`config.mk`:
```
export PLATFORM = sky130hd
export DESIGN_NAME = timer_display_flat
export DESIGN_NICKNAME = d
export VERILOG_FILES = /design/src/rtl/timer_display_if.sv /design/src/rtl/timer_display.sv /design/src/flat_wrapper.sv
export SDC_FILE = /design/constraint.sdc
export NUM_CORES = 1
export LEC_CHECK = 0
export BUFFER_PORTS_ARGS = -buffer_cell sky130_fd_sc_hd__buf_4
export CORE_UTILIZATION = 55
export CTS_CLUSTER_SIZE = 28
export DETAILED_ROUTE_END_ITERATION = 10
export PLACE_DENSITY = 0.77
export SYNTH_ARGS = -nofsm -noshare
export SYNTH_HDL_FRONTEND = slang
export SYNTH_SLANG_ARGS = --single-unit
```
`constraint.sdc`:
```
create_clock -name clk -period 2.9 [get_ports clk]
set_input_delay 0.435 -clock clk [delete_from_list [all_inputs] [get_ports clk]]
set_output_delay 0.435 -clock clk [all_outputs]
set_load 0.05 [all_outputs]
```
`src/rtl/timer_display_if.sv`:
```
// Connection bundle between the MM:SS countdown timer and its 7-segment display driver.
// The timer side drives the BCD digits and the finished flag; the display side drives the scan outputs.
interface timer_display_if;
   logic [3:0] sec_unit;
   logic [3:0] sec_tens;
   logic [3:0] min_unit;
   logic [3:0] min_tens;
   logic       finished;
   logic [3:0] an;
   logic [6:0] seg;
   logic       dp;

   modport master (
      output sec_unit, sec_tens, min_unit, min_tens, finished,
      input  an, seg, dp
   );

   modport slave (
      input  sec_unit, sec_tens, min_unit, min_tens, finished,
      output an, seg, dp
   );
endinterface

```
`src/rtl/timer_display.sv`:
```
// Four-digit multiplexed active-low 7-segment driver for the MM:SS countdown timer, snapshotting once per frame.
// Optional blink-on-finish machine is built only when TIMER_DISPLAY_BLINK_EN is defined.
module timer_display #(
   parameter int SCAN_DIV  = 50000,
   parameter int BLINK_DIV = 100
) (
   input  logic           clk,
   input  logic           rst,
   timer_display_if.slave bus
);

   localparam int              CNT_W   = (SCAN_DIV > 2) ? $clog2(SCAN_DIV) : 1;
   localparam logic [CNT_W-1:0] CNT_MAX = CNT_W'(SCAN_DIV - 1);

   logic [CNT_W-1:0] cnt_r;
   logic [1:0]       idx_r;
   logic [3:0]       snap_st_r;
   logic [3:0]       snap_mu_r;
   logic [3:0]       snap_mt_r;
   logic [3:0]       an_r;
   logic [6:0]       seg_r;
   logic             dp_r;

   logic             tick_s;
   logic             frame_start_s;
   logic [1:0]       idx_nxt_s;
   logic [3:0]       digit_s;
   logic [3:0]       an_nxt_s;
   logic             blank_s;

   function automatic logic [6:0] seg_decode(input logic [3:0] bcd);
      logic [6:0] pat;
      case (bcd)
         4'd0:    pat = 7'b1000000;
         4'd1:    pat = 7'b1111001;
         4'd2:    pat = 7'b0100100;
         4'd3:    pat = 7'b0110000;
         4'd4:    pat = 7'b0011001;
         4'd5:    pat = 7'b0010010;
         4'd6:    pat = 7'b0000010;
         4'd7:    pat = 7'b1111000;
         4'd8:    pat = 7'b0000000;
         4'd9:    pat = 7'b0010000;
         default: pat = 7'b0111111;
      endcase
      return pat;
   endfunction

   // Slot tick, frame start and the index about to be shown.
   always_comb begin
      tick_s        = (cnt_r == CNT_MAX);
      frame_start_s = tick_s && (idx_r == 2'd3);
      idx_nxt_s     = idx_r + 2'd1;
   end

   // Digit source for the upcoming slot; slot 0 is loaded on the snapshot edge, so it reads the live input.
   always_comb begin
      digit_s  = 4'hF;
      an_nxt_s = 4'b1111;
      case (idx_nxt_s)
         2'd0: begin
            digit_s  = bus.sec_unit;
            an_nxt_s = 4'b1110;
         end
         2'd1: begin
            digit_s  = snap_st_r;
            an_nxt_s = 4'b1101;
         end
         2'd2: begin
            digit_s  = snap_mu_r;
            an_nxt_s = 4'b1011;
         end
         2'd3: begin
            digit_s  = snap_mt_r;
            an_nxt_s = 4'b0111;
         end
         default: begin
            digit_s  = 4'hF;
            an_nxt_s = 4'b1111;
         end
      endcase
   end

`ifdef TIMER_DISPLAY_BLINK_EN
   localparam int              FC_W   = $clog2(BLINK_DIV + 1);
   localparam logic [FC_W-1:0] FC_MAX = FC_W'(BLINK_DIV);

   logic [FC_W-1:0] fc_r;
   logic            phase_r;
   logic [FC_W-1:0] fc_nxt_s;
   logic            phase_nxt_s;

   // Blink state for the frame being started; the finished value captured on this edge decides it.
   always_comb begin
      fc_nxt_s    = fc_r;
      phase_nxt_s = phase_r;
      if (frame_start_s) begin
         if (!bus.finished) begin
            fc_nxt_s    = {FC_W{1'b0}};
            phase_nxt_s = 1'b0;
         end else if (fc_r == FC_MAX) begin
            fc_nxt_s    = FC_W'(1);
            phase_nxt_s = ~phase_r;
         end else begin
            fc_nxt_s    = fc_r + FC_W'(1);
            phase_nxt_s = phase_r;
         end
      end else begin
         fc_nxt_s    = fc_r;
         phase_nxt_s = phase_r;
      end
   end

   // Frame counter and blink phase registers.
   always_ff @(posedge clk) begin
      if (rst) begin
         fc_r    <= {FC_W{1'b0}};
         phase_r <= 1'b0;
      end else begin
         fc_r    <= fc_nxt_s;
         phase_r <= phase_nxt_s;
      end
   end

   assign blank_s = phase_nxt_s;
`else
   localparam int unused_blink_div = BLINK_DIV;
   logic unused_finished_s;

   assign unused_finished_s = bus.finished;
   assign blank_s           = 1'b0;
`endif

   // Prescaler, scan index, per-frame snapshot and registered display outputs.
   always_ff @(posedge clk) begin
      if (rst) begin
         cnt_r     <= {CNT_W{1'b0}};
         idx_r     <= 2'd3;
         snap_st_r <= 4'd0;
         snap_mu_r <= 4'd0;
         snap_mt_r <= 4'd0;
         an_r      <= 4'b1111;
         seg_r     <= 7'b1111111;
         dp_r      <= 1'b1;
      end else begin
         if (tick_s) begin
            cnt_r <= {CNT_W{1'b0}};
            idx_r <= idx_nxt_s;
            an_r  <= blank_s ? 4'b1111 : an_nxt_s;
            seg_r <= seg_decode(digit_s);
            dp_r  <= ((idx_nxt_s == 2'd2) && !blank_s) ? 1'b0 : 1'b1;
         end else begin
            cnt_r <= cnt_r + CNT_W'(1);
            idx_r <= idx_r;
            an_r  <= an_r;
            seg_r <= seg_r;
            dp_r  <= dp_r;
         end
         // The seconds-units snapshot is the seg register itself, loaded on this same edge.
         if (frame_start_s) begin
            snap_st_r <= bus.sec_tens;
            snap_mu_r <= bus.min_unit;
            snap_mt_r <= bus.min_tens;
         end else begin
            snap_st_r <= snap_st_r;
            snap_mu_r <= snap_mu_r;
            snap_mt_r <= snap_mt_r;
         end
      end
   end

   assign bus.an  = an_r;
   assign bus.seg = seg_r;
   assign bus.dp  = dp_r;

endmodule

```
`src/flat_wrapper.sv`:
```
// flat-port wrapper written by rule: the top's interface ports become plain ports
module timer_display_flat 
#(
   parameter int SCAN_DIV  = 50000,
   parameter int BLINK_DIV = 100
)
  (clk, rst, bus_sec_unit, bus_sec_tens, bus_min_unit, bus_min_tens, bus_finished, bus_an, bus_seg, bus_dp);
  timer_display_if bus_i ();
  input  logic clk;
  input  logic rst;
  input wire logic [$bits(bus_i.sec_unit)-1:0] bus_sec_unit;
  input wire logic [$bits(bus_i.sec_tens)-1:0] bus_sec_tens;
  input wire logic [$bits(bus_i.min_unit)-1:0] bus_min_unit;
  input wire logic [$bits(bus_i.min_tens)-1:0] bus_min_tens;
  input wire logic [$bits(bus_i.finished)-1:0] bus_finished;
  output wire logic [$bits(bus_i.an)-1:0] bus_an;
  output wire logic [$bits(bus_i.seg)-1:0] bus_seg;
  output wire logic [$bits(bus_i.dp)-1:0] bus_dp;
  assign bus_i.sec_unit = bus_sec_unit;
  assign bus_i.sec_tens = bus_sec_tens;
  assign bus_i.min_unit = bus_min_unit;
  assign bus_i.min_tens = bus_min_tens;
  assign bus_i.finished = bus_finished;
  assign bus_an = bus_i.an;
  assign bus_seg = bus_i.seg;
  assign bus_dp = bus_i.dp;
  timer_display #(.SCAN_DIV(SCAN_DIV), .BLINK_DIV(BLINK_DIV)) u_core (.clk(clk), .rst(rst), .bus(bus_i));
endmodule
```
## Word level (Yosys, flattened, before mapping)

Memory sizes are Yosys's and may differ from the RTL's. A register that Yosys moved wholly into a read port is not among the register bits.
Index checks and enable logic that the tools add are counted.

| word-level totals | value |
|---|---|
| memories | 1 |
| flip-flop bits (word level) | 35 |
| ROM bits | 112 |
| logic and storage cells | 21 |
| output and inout bits | 12 |

Memories:

| name | depth | bits a word | rd ports | clocked after Yosys merged registers in | wr ports | RTL line | source |
|---|---|---|---|---|---|---|---|
| (no name shown) | 16 | 7 | 1 | 1 | 0 | timer_display.sv:33 | `case (bcd)` |

| operators by class | value |
|---|---|
| equality and inequality tests | 5 |
| multiplexer cells | 3 |
| add/subtract/negate cells | 2 |
| reduce and logical (&&, ||, !) cells | 3 |

Operators by type and width:

| cell | number |
|---|---|
| 4-bit case mux with 4 select lines | 2 |
| 16-bit by 1-bit adder with 16-bit output, second input constant | 1 |
| 16-bit equality test, second input constant | 1 |
| 2-bit equality test, second input constant | 3 |
| 2-bit by 1-bit adder with 2-bit output, second input constant | 1 |
| 2-bit by 1-bit equality test with 1-bit output, second input constant | 1 |
| 2-bit zero test | 1 |
| 2-bit OR reduction | 1 |
| 1-bit logical AND | 1 |
| 1-bit 2-to-1 mux | 1 |

## Depth between registers and ports, before layout

Gate-level depths: netlist of the first run.

| depth | value |
|---|---|
| word-level depth | 3 |
| gate-level depth with buffers | 9 |

## Least setup slack after synthesis of the first run

Ideal clock, no wire load.

| timing | value |
|---|---|
| kind | register to register |
| start | register u_core.cnt_r[4] |
| end | register u_core.seg_r[4] (netlist: u_core.bus.seg[4]) |
| data arrival time | 1.972 ns |
| cell stages (with the launch flop) | 8 |
| slack | 0.808 ns |
| data required time | 2.780 ns |
| cells stage by stage | dfxtp_1 > or4b_1 > or4_1 > buf_6 > buf_6 > nand2_1 > o21ai_1 > a211o_1 |

| between the ends | value |
|---|---|
| cells in the longest elaborated chain, start to end | 1 |

RTL lines:

| item | RTL line | source |
|---|---|---|
| from (decl) | timer_display.sv:15 | `logic [CNT_W-1:0] cnt_r;` |
| from (signal assigned) | timer_display.sv:137 | `cnt_r <= {CNT_W{1'b0}};` |
| from (signal assigned) | timer_display.sv:147 | `cnt_r <= {CNT_W{1'b0}};` |
| from (signal assigned) | timer_display.sv:153 | `cnt_r <= cnt_r + CNT_W'(1);` |
| 16-bit equality test | timer_display.sv:51 | `tick_s = (cnt_r == CNT_MAX);` |
| to (decl) | timer_display.sv:21 | `logic [6:0] seg_r;` |

No other way between the ends.
A chain may end at the register's enable or synchronous reset.

## Final worst setup path of the first run

| timing | value |
|---|---|
| start | register u_core.cnt_r[4] |
| end | register u_core.seg_r[6] (netlist: u_core.bus.seg[6]) |

Same word-level chain as after synthesis.

==> metrics.txt, run 1 <==
# TYPE chip_impl_metric gauge
chip_impl_metric{name="worstPathBufferInverterCount",unit=""} 1
chip_impl_info{name="critical-path-slowest-cell",value="or4_1"} 1
chip_impl_metric{name="final.min_clock_period",unit="ps"} 2410
chip_impl_metric{name="maxSlewViolCount",unit=""} 0
chip_impl_metric{name="tritoncts.num_buffers",unit=""} 5
chip_impl_metric{name="clock_tree.buffer_depth",unit=""} 2
chip_impl_metric{name="cts.sinks",unit=""} 41
chip_impl_metric{name="power_leakage",unit="nW"} 0.883
chip_impl_metric{name="synth_area_per_cell",unit="sq um"} 8.73
chip_impl_metric{name="drt_pre_antenna_iters",unit=""} 4
chip_impl_info{name="outcome",value="finished, final reports clean"} 1
chip_impl_metric{name="floorplan.die.height",unit="um"} 60.7
chip_impl_metric{name="fillers",unit=""} 285
chip_impl_metric{name="report.power.total",unit="mW"} 0.905
chip_impl_metric{name="post-route-drc-count",unit=""} 0
chip_impl_info{name="timing.hold.worst.start",value="bus_min_unit[3]"} 1
chip_impl_metric{name="register_area",unit="sq um"} 821
chip_impl_metric{name="ff2ff_setup_slack",unit="ps"} 490
chip_impl_metric{name="multi_input_comb_area",unit="sq um"} 955
chip_impl_metric{name="ctsResizeCount",unit=""} 0
chip_impl_metric{name="seq_area_frac_synth",unit=""} 0.433
chip_impl_metric{name="vias",unit=""} 1485
chip_impl_metric{name="critical_path_required",unit="ps"} 3190
chip_impl_metric{name="final_util",unit=""} 0.686
chip_impl_info{name="path_class",value="reg -> reg"} 1
chip_impl_metric{name="timing.critical_path.fanout_max",unit=""} 13
chip_impl_metric{name="worstRegToRegCells",unit=""} 6
chip_impl_metric{name="finalHoldViolCount",unit=""} 0
chip_impl_metric{name="grt_pass1_wl",unit="mm"} 5.82
chip_impl_metric{name="design.die.area",unit="sq um"} 3680
chip_impl_info{name="crit_chain",value="or4b_1 -> or4_1 -> buf_4 -> nand2b_1 -> a21oi_1 -> a211o_1"} 1
chip_impl_metric{name="worst_pin_slew",unit="ps"} 517
chip_impl_metric{name="insertion_delay",unit="ps"} 340
chip_impl_metric{name="clock_transition_at_path_regs",unit="ps"} 110
chip_impl_metric{name="grt_resource_usage_total",unit=""} 0.216
chip_impl_metric{name="dp_hpwl",unit="mm"} 2.57
chip_impl_metric{name="die_width",unit="um"} 60.7
chip_impl_metric{name="worstHoldPathCells",unit=""} 3
chip_impl_info{name="timing.hold.worst_endpoint",value="u_core.snap_mu_r[3]"} 1
chip_impl_metric{name="n_antenna_cell",unit=""} 0
chip_impl_info{name="critical_path.top_delay_family",value="simple AND/OR/NAND/NOR gates"} 1
chip_impl_metric{name="per_cell_routed_wire_length",unit="um"} 12.2
chip_impl_metric{name="drt-total-wl",unit="mm"} 3.51
chip_impl_metric{name="ys_types",unit=""} 35
chip_impl_info{name="grt_setup_unrepaired",value="no"} 1
chip_impl_metric{name="critical-path-max-stage-delay",unit="ps"} 750
chip_impl_metric{name="ir_drop",unit="uV"} 305
chip_impl_metric{name="powerDensity",unit="nW/um^2"} 418
chip_impl_metric{name="synthesis.area",unit="sq um"} 1890
chip_impl_metric{name="share_of_layout_cells_above_drive_strength_1",unit=""} 0.172
chip_impl_metric{name="fin_nets",unit=""} 272
chip_impl_metric{name="clock_skew",unit="ps"} 5.26
chip_impl_metric{name="max_cap_viol_count",unit=""} 0
chip_impl_metric{name="grt_antenna_before_repair",unit=""} 0
chip_impl_metric{name="global_route_congestion_overflow_total",unit=""} 0
chip_impl_metric{name="synthDominantCellAreaShare",unit=""} 0.433
chip_impl_metric{name="post-cts-setup-buffer-count",unit=""} 0
chip_impl_metric{name="grt_pass1_vias",unit=""} 1397
chip_impl_metric{name="buffer_ports.inserted",unit=""} 29
chip_impl_metric{name="cp_arrival",unit="ps"} 2700
chip_impl_metric{name="setup_total_negative_slack",unit="ps"} 0
chip_impl_metric{name="number_of_buffers_inserted_for_hold_repair_after_clock_tree_synthesis",unit=""} 0
chip_impl_metric{name="synthesized_netlist_cell_count",unit=""} 217
chip_impl_metric{name="detailedRoute.firstIterationViolations",unit=""} 81
chip_impl_metric{name="yosys_warnings",unit=""} 0
chip_impl_info{name="worst_setup_path_end_kind",value="flip-flop"} 1
chip_impl_info{name="yosys-top-cells-area",value="dfxtp_1 43%, nand2_1 6.7%, ha_1 5.9%, nor2_1 5.4%, a211o_1 4.2%"} 1
chip_impl_metric{name="fin_crit_sh",unit=""} 0.830
chip_impl_info{name="reg2reg_to",value="u_core.bus.seg[6]"} 1
chip_impl_info{name="critPathLaunchType",value="flip-flop"} 1
chip_impl_metric{name="route.antenna.remaining_nets",unit=""} 0
chip_impl_info{name="synth_area_leader_cell",value="dfxtp_1"} 1
chip_impl_metric{name="ys_ff_latch",unit=""} 41
chip_impl_metric{name="htree_depth",unit=""} 2
chip_impl_metric{name="core_outline_area",unit="sq um"} 3150
chip_impl_metric{name="synth_fp_nets",unit=""} 245
chip_impl_info{name="cts_tree",value="yes"} 1
chip_impl_metric{name="finalSetupViolations",unit=""} 0
chip_impl_metric{name="layout-area-overhead-vs-synth",unit="%"} 14.2
chip_impl_metric{name="finalWeightedCongestion",unit=""} 0.825
chip_impl_metric{name="grt_start_max_net_pins",unit=""} 27
chip_impl_metric{name="fmaxAchievable",unit="GHz"} 0.416
chip_impl_metric{name="ios",unit=""} 31
chip_impl_metric{name="viasPerCell",unit=""} 5.16
chip_impl_info{name="reg2reg_from",value="u_core.cnt_r[4]"} 1
chip_impl_info{name="ctsRootBufferMaster",value="clkbuf_4"} 1
chip_impl_metric{name="timing.max_slew.rel_slack",unit=""} 0.646
chip_impl_metric{name="row_count",unit=""} 20
chip_impl_metric{name="floorplan.initialDensity",unit=""} 0.601
chip_impl_info{name="min-delay-path-class",value="in -> reg"} 1
## worst reg2reg max path, cell delays in order (launching register included)
cell and delay [ps]:
dfxtp_1 370, or4b_1 510, or4_1 750, buf_4 270, nand2b_1 160, a21oi_1 180
a211o_1 130
## cells in the final DEF, fill, tap and decap left out, types with 8 or more instances in the layout
cell / count
xnor2_1: 8
a21oi_1: 15
nor2_1: 27
dfxtp_1: 41
ha_1: 9
buf_4: 31
inv_1: 12
nand2_1: 34
a211o_1: 9
## layout make-up
type                            instances  area share
Multi-Input combinational cell        153       0.441
Clock buffer                            7      0.0254
Sequential cell                        41       0.379
Inverter                               12      0.0208
Tap cell                               44      0.0254
Timing Repair Buffer                   31       0.108
## stage by stage
stage	setup slack (ps)	instance area [sq um]	hold slack (ps)	cells
4_1_cts	470	2160	313	288
3_5_place_dp	499	2110	445	281
5_1_grt	252	2160	310	288
2_1_floorplan	808	1890	418	217
3_3_place_gp	526	2110	431	281
6_report	494	2160	329	288
## cell usage after synthesis (all sizes together)
master	count
a21oi	15
inv	12
nand4	2
nor3	1
nand3	7
buf	7
a221o	1
or2	1
a222oi	4
a22oi	1
a211oi	1
mux2	3
xnor2	8
o221ai	1
mux2i	3
a211o	9
or4	1
clkbuf	4
nand2	34
nor2	28
o21bai	1
or4b	2
ha	9
nand3b	1
and3	4
nand2b	3
nand4b	1
dfxtp	41
o21ai	4
o31ai	1
xor2	7
## routing by layer
layer,GRT usage,share of wire,vias up
li1,-,-,786
met1,0.252,0.44,667
met2,0.381,0.51,28
met3,0.0576,0.041,4
met4,0.0779,0.012,0
met5,0,0,-
## power breakdown
group | total (mW) | internal, mW | switching, mW
Sequential | 0.569 | 0.566 | 0.00259
Clock | 0.284 | 0.115 | 0.170
Combinational | 0.0516 | 0.0251 | 0.0265
Total | 0.905 | 0.706 | 0.199
## sequential cells by signal, summed over array words and instances, names as in the netlist
signal / cells
u_core.idx_r: 2
u_core.snap_mu_r: 4
u_core.snap_st_r: 4
u_core.cnt_r: 16
u_core.bus.an: 4
u_core.bus.seg: 7
u_core.snap_mt_r: 4
## cells by family after synthesis
| family | Yosys count | synth area share |
|---|---|---|
| AO/OA/AOI/OAI | 38 | 0.139 |
| XOR/XNOR | 15 | 0.0694 |
| adder cells (fa/ha/maj) | 9 | 0.0594 |
| buffers and inverters | 23 | 0.0627 |
| flip-flops | 41 | 0.433 |
| multiplexers | 6 | 0.0337 |
| AND/OR/NAND/NOR | 85 | 0.203 |
## worst max path at each step
| stage | startpoint | to | slack (ps) | depth (start not counted) |
|---|---|---|---|---|
| after detailed placement | u_core.cnt_r[4] | u_core.bus.seg[6] | 500 | 6 |
| after global routing | u_core.cnt_r[4] | u_core.snap_mt_r[0] | 250 | 5 |
| final | u_core.cnt_r[4] | u_core.bus.seg[6] | 490 | 6 |
| after global placement | u_core.idx_r[0] | u_core.bus.seg[0] | 530 | 7 |
| after CTS | u_core.cnt_r[4] | u_core.bus.seg[6] | 470 | 6 |
| after floorplan | u_core.cnt_r[4] | u_core.bus.seg[4] | 810 | 7 |
No activity file was read; power rests on OpenSTA's default activity.
==> inputs of run 2 (changes only) <==
- CORE_UTILIZATION: 55 -> 50
- PLACE_DENSITY: 0.77 -> 0.74
- clock period: 2.9 -> 1.95 ns (I/O delays scaled with it)
==> metrics.txt, run 2 (same netlist as run 1, synthesis figures left out) <==
# TYPE chip_impl_metric gauge
chip_impl_metric{name="core_outline_area",unit="sq um"} 3470
chip_impl_info{name="mostFrequentLayoutCells",value="62 x buf_4, 37 x dfxtp_1, 26 x nor2_1, 22 x nand2_1"} 1
chip_impl_metric{name="post_layout_inst_area",unit="sq um"} 2810
chip_impl_metric{name="fmaxAchievable",unit="GHz"} 0.461
chip_impl_metric{name="worst_pin_slew",unit="ps"} 531
chip_impl_metric{name="setup_slack",unit="ps"} -218
chip_impl_metric{name="ios",unit=""} 31
chip_impl_metric{name="layout-area-overhead-vs-synth",unit="%"} 48.3
chip_impl_info{name="critPathLaunchType",value="flip-flop"} 1
chip_impl_metric{name="finalSetupViolations",unit=""} 40
chip_impl_metric{name="final_util",unit=""} 0.810
chip_impl_info{name="crit_top_cell",value="ha_4"} 1
chip_impl_metric{name="placement.cell_area",unit="sq um"} 2410
chip_impl_info{name="largest-register",value="u_core.cnt_r"} 1
chip_impl_metric{name="detailedRoute.firstIterationViolations",unit=""} 151
chip_impl_metric{name="clock_transition_at_path_regs",unit="ps"} 80
chip_impl_metric{name="maxSlewViolCount",unit=""} 0
chip_impl_metric{name="final_cell_count_no_fill",unit=""} 332
chip_impl_metric{name="register_area",unit="sq um"} 828
chip_impl_metric{name="timing.critical_path.fanout_max",unit=""} 5
chip_impl_metric{name="clock_tree.buffer_depth",unit=""} 2
chip_impl_info{name="cts_tree",value="yes"} 1
chip_impl_metric{name="worstPathBufferInverterCount",unit=""} 2
chip_impl_metric{name="final.min_clock_period",unit="ps"} 2170
chip_impl_metric{name="drt_pre_antenna_iters",unit=""} 5
chip_impl_metric{name="dp_hpwl",unit="mm"} 2.89
chip_impl_metric{name="finalHoldViolCount",unit=""} 0
chip_impl_metric{name="share_of_layout_cells_above_drive_strength_1",unit=""} 0.469
chip_impl_metric{name="number_of_buffers_inserted_for_hold_repair_after_clock_tree_synthesis",unit=""} 0
chip_impl_metric{name="cells_after_dpl",unit=""} 317
chip_impl_metric{name="floorplan.initialDensity",unit=""} 0.546
chip_impl_metric{name="buffer_ports.inserted",unit=""} 29
chip_impl_metric{name="tritoncts.num_buffers",unit=""} 5
chip_impl_metric{name="insertion_delay",unit="ps"} 300
chip_impl_metric{name="fin_crit_sh",unit=""} 1.11
chip_impl_metric{name="grt_start_max_net_pins",unit=""} 27
chip_impl_metric{name="ir_drop",unit="uV"} 675
chip_impl_info{name="path_class",value="reg -> reg"} 1
chip_impl_metric{name="max_cap_viol_count",unit=""} 0
chip_impl_info{name="outcome",value="complete, but fails checks"} 1
chip_impl_metric{name="clock_skew",unit="ps"} 7.74
chip_impl_metric{name="grt_antenna_before_repair",unit=""} 0
chip_impl_metric{name="largest_reg_flops",unit=""} 16
chip_impl_info{name="worst_setup_path_end_kind",value="flip-flop"} 1
chip_impl_metric{name="route.antenna.remaining_nets",unit=""} 0
chip_impl_metric{name="grt_resource_usage_total",unit=""} 0.272
chip_impl_info{name="crit_chain",value="inv_4 -> ha_4 -> a222oi_1 -> mux2i_4 -> inv_2 -> ha_4 -> nand3_1 -> a21oi_1 -> a211o_1"} 1
chip_impl_info{name="critical-path-slowest-cell",value="a222oi_1"} 1
chip_impl_info{name="min-delay-path-class",value="in -> reg"} 1
chip_impl_metric{name="finalWeightedCongestion",unit=""} 0.834
chip_impl_metric{name="report.power.total",unit="mW"} 1.60
chip_impl_metric{name="cts.sinks",unit=""} 41
chip_impl_metric{name="timing.max_slew.rel_slack",unit=""} 0.646
chip_impl_metric{name="powerDensity",unit="nW/um^2"} 568
chip_impl_info{name="violations",value="setup timing"} 1
chip_impl_metric{name="die_width",unit="um"} 63.6
chip_impl_info{name="final_common_cell",value="buf_4"} 1
chip_impl_metric{name="per_cell_routed_wire_length",unit="um"} 16.5
chip_impl_metric{name="power_leakage",unit="nW"} 1.16
chip_impl_metric{name="design.die.area",unit="sq um"} 4040
chip_impl_metric{name="fin_nets",unit=""} 313
chip_impl_metric{name="post-route-drc-count",unit=""} 0
chip_impl_metric{name="setup_total_negative_slack",unit="ps"} -3610
chip_impl_metric{name="cp_arrival",unit="ps"} 2410
chip_impl_metric{name="vias",unit=""} 1845
chip_impl_metric{name="htree_depth",unit=""} 2
chip_impl_metric{name="multi_input_comb_area",unit="sq um"} 1190
chip_impl_metric{name="critical_path_required",unit="ps"} 2190
chip_impl_metric{name="critical-path-max-stage-delay",unit="ps"} 530
chip_impl_metric{name="floorplan.die.height",unit="um"} 63.6
chip_impl_metric{name="viasPerCell",unit=""} 5.56
chip_impl_metric{name="global_route_congestion_overflow_total",unit=""} 0
chip_impl_metric{name="grt_pass1_wl",unit="mm"} 8.30
chip_impl_info{name="grt_setup_unrepaired",value="yes"} 1
chip_impl_metric{name="grt_pass1_vias",unit=""} 1838
chip_impl_info{name="ctsRootBufferMaster",value="clkbuf_8"} 1
chip_impl_metric{name="drt-total-wl",unit="mm"} 5.48
chip_impl_metric{name="row_count",unit=""} 21
chip_impl_info{name="critical_path.top_delay_family",value="compound AO/OA/AOI/OAI gates"} 1
chip_impl_metric{name="fillers",unit=""} 210
chip_impl_metric{name="n_antenna_cell",unit=""} 0
run 2: metrics by stage:
stage / setup slack (ps) / hold slack [ps]
global route: -339 / 234
detailed placement: -215 / 448
CTS: -132 / 231
floorplan: -114 / 417
finish: -218 / 242
global placement: -163 / 441
run 2: path summary, 6_finish.rpt:
check,slack [ps],start,cells after the start,endpoint
hold reg to reg,470,u_core.snap_st_r[1],2,u_core.snap_st_r[1]
setup reg to reg,-220,u_core.idx_r[0],9,u_core.bus.seg[2]
setup / recovery,-220,u_core.idx_r[0],9,u_core.bus.seg[2]
hold / removal,240,bus_min_unit[3],3,u_core.snap_mu_r[3]
run 2: worst min-delay path, stage by stage:
cell and delay, ps:
buf_4 100, nand2_1 60, a21oi_2 40
run 2: cell type report:
class | count | area share
Clock buffer | 7 | 0.0343
Clock inverter | 1 | 0.00178
Inverter | 12 | 0.0178
Multi-Input combinational cell | 154 | 0.423
Sequential cell | 41 | 0.295
Tap cell | 46 | 0.0205
Timing Repair Buffer | 71 | 0.208
run 2: what timing repair did:
item | CTS | global route
setup endpoints to repair | 40 | 40
setup buffers | 4 | 0
pin swaps | 13 | 29
gates resized for setup | 31 | 37
cloned | 3 | 0
run 2: where the power goes:
part | total (mW) | internal (mW) | switching, mW
Clock | 0.610 | 0.320 | 0.290
Combinational | 0.144 | 0.0740 | 0.0698
Sequential | 0.843 | 0.840 | 0.00301
run 2: layer usage:
metal	GRT usage	wire length, um	vias to the layer above
li1	-	-	873
met1	0.286	2150	873
met2	0.491	2800	78
met3	0.0779	345	21
met4	0.134	184	0
met5	0	0	-
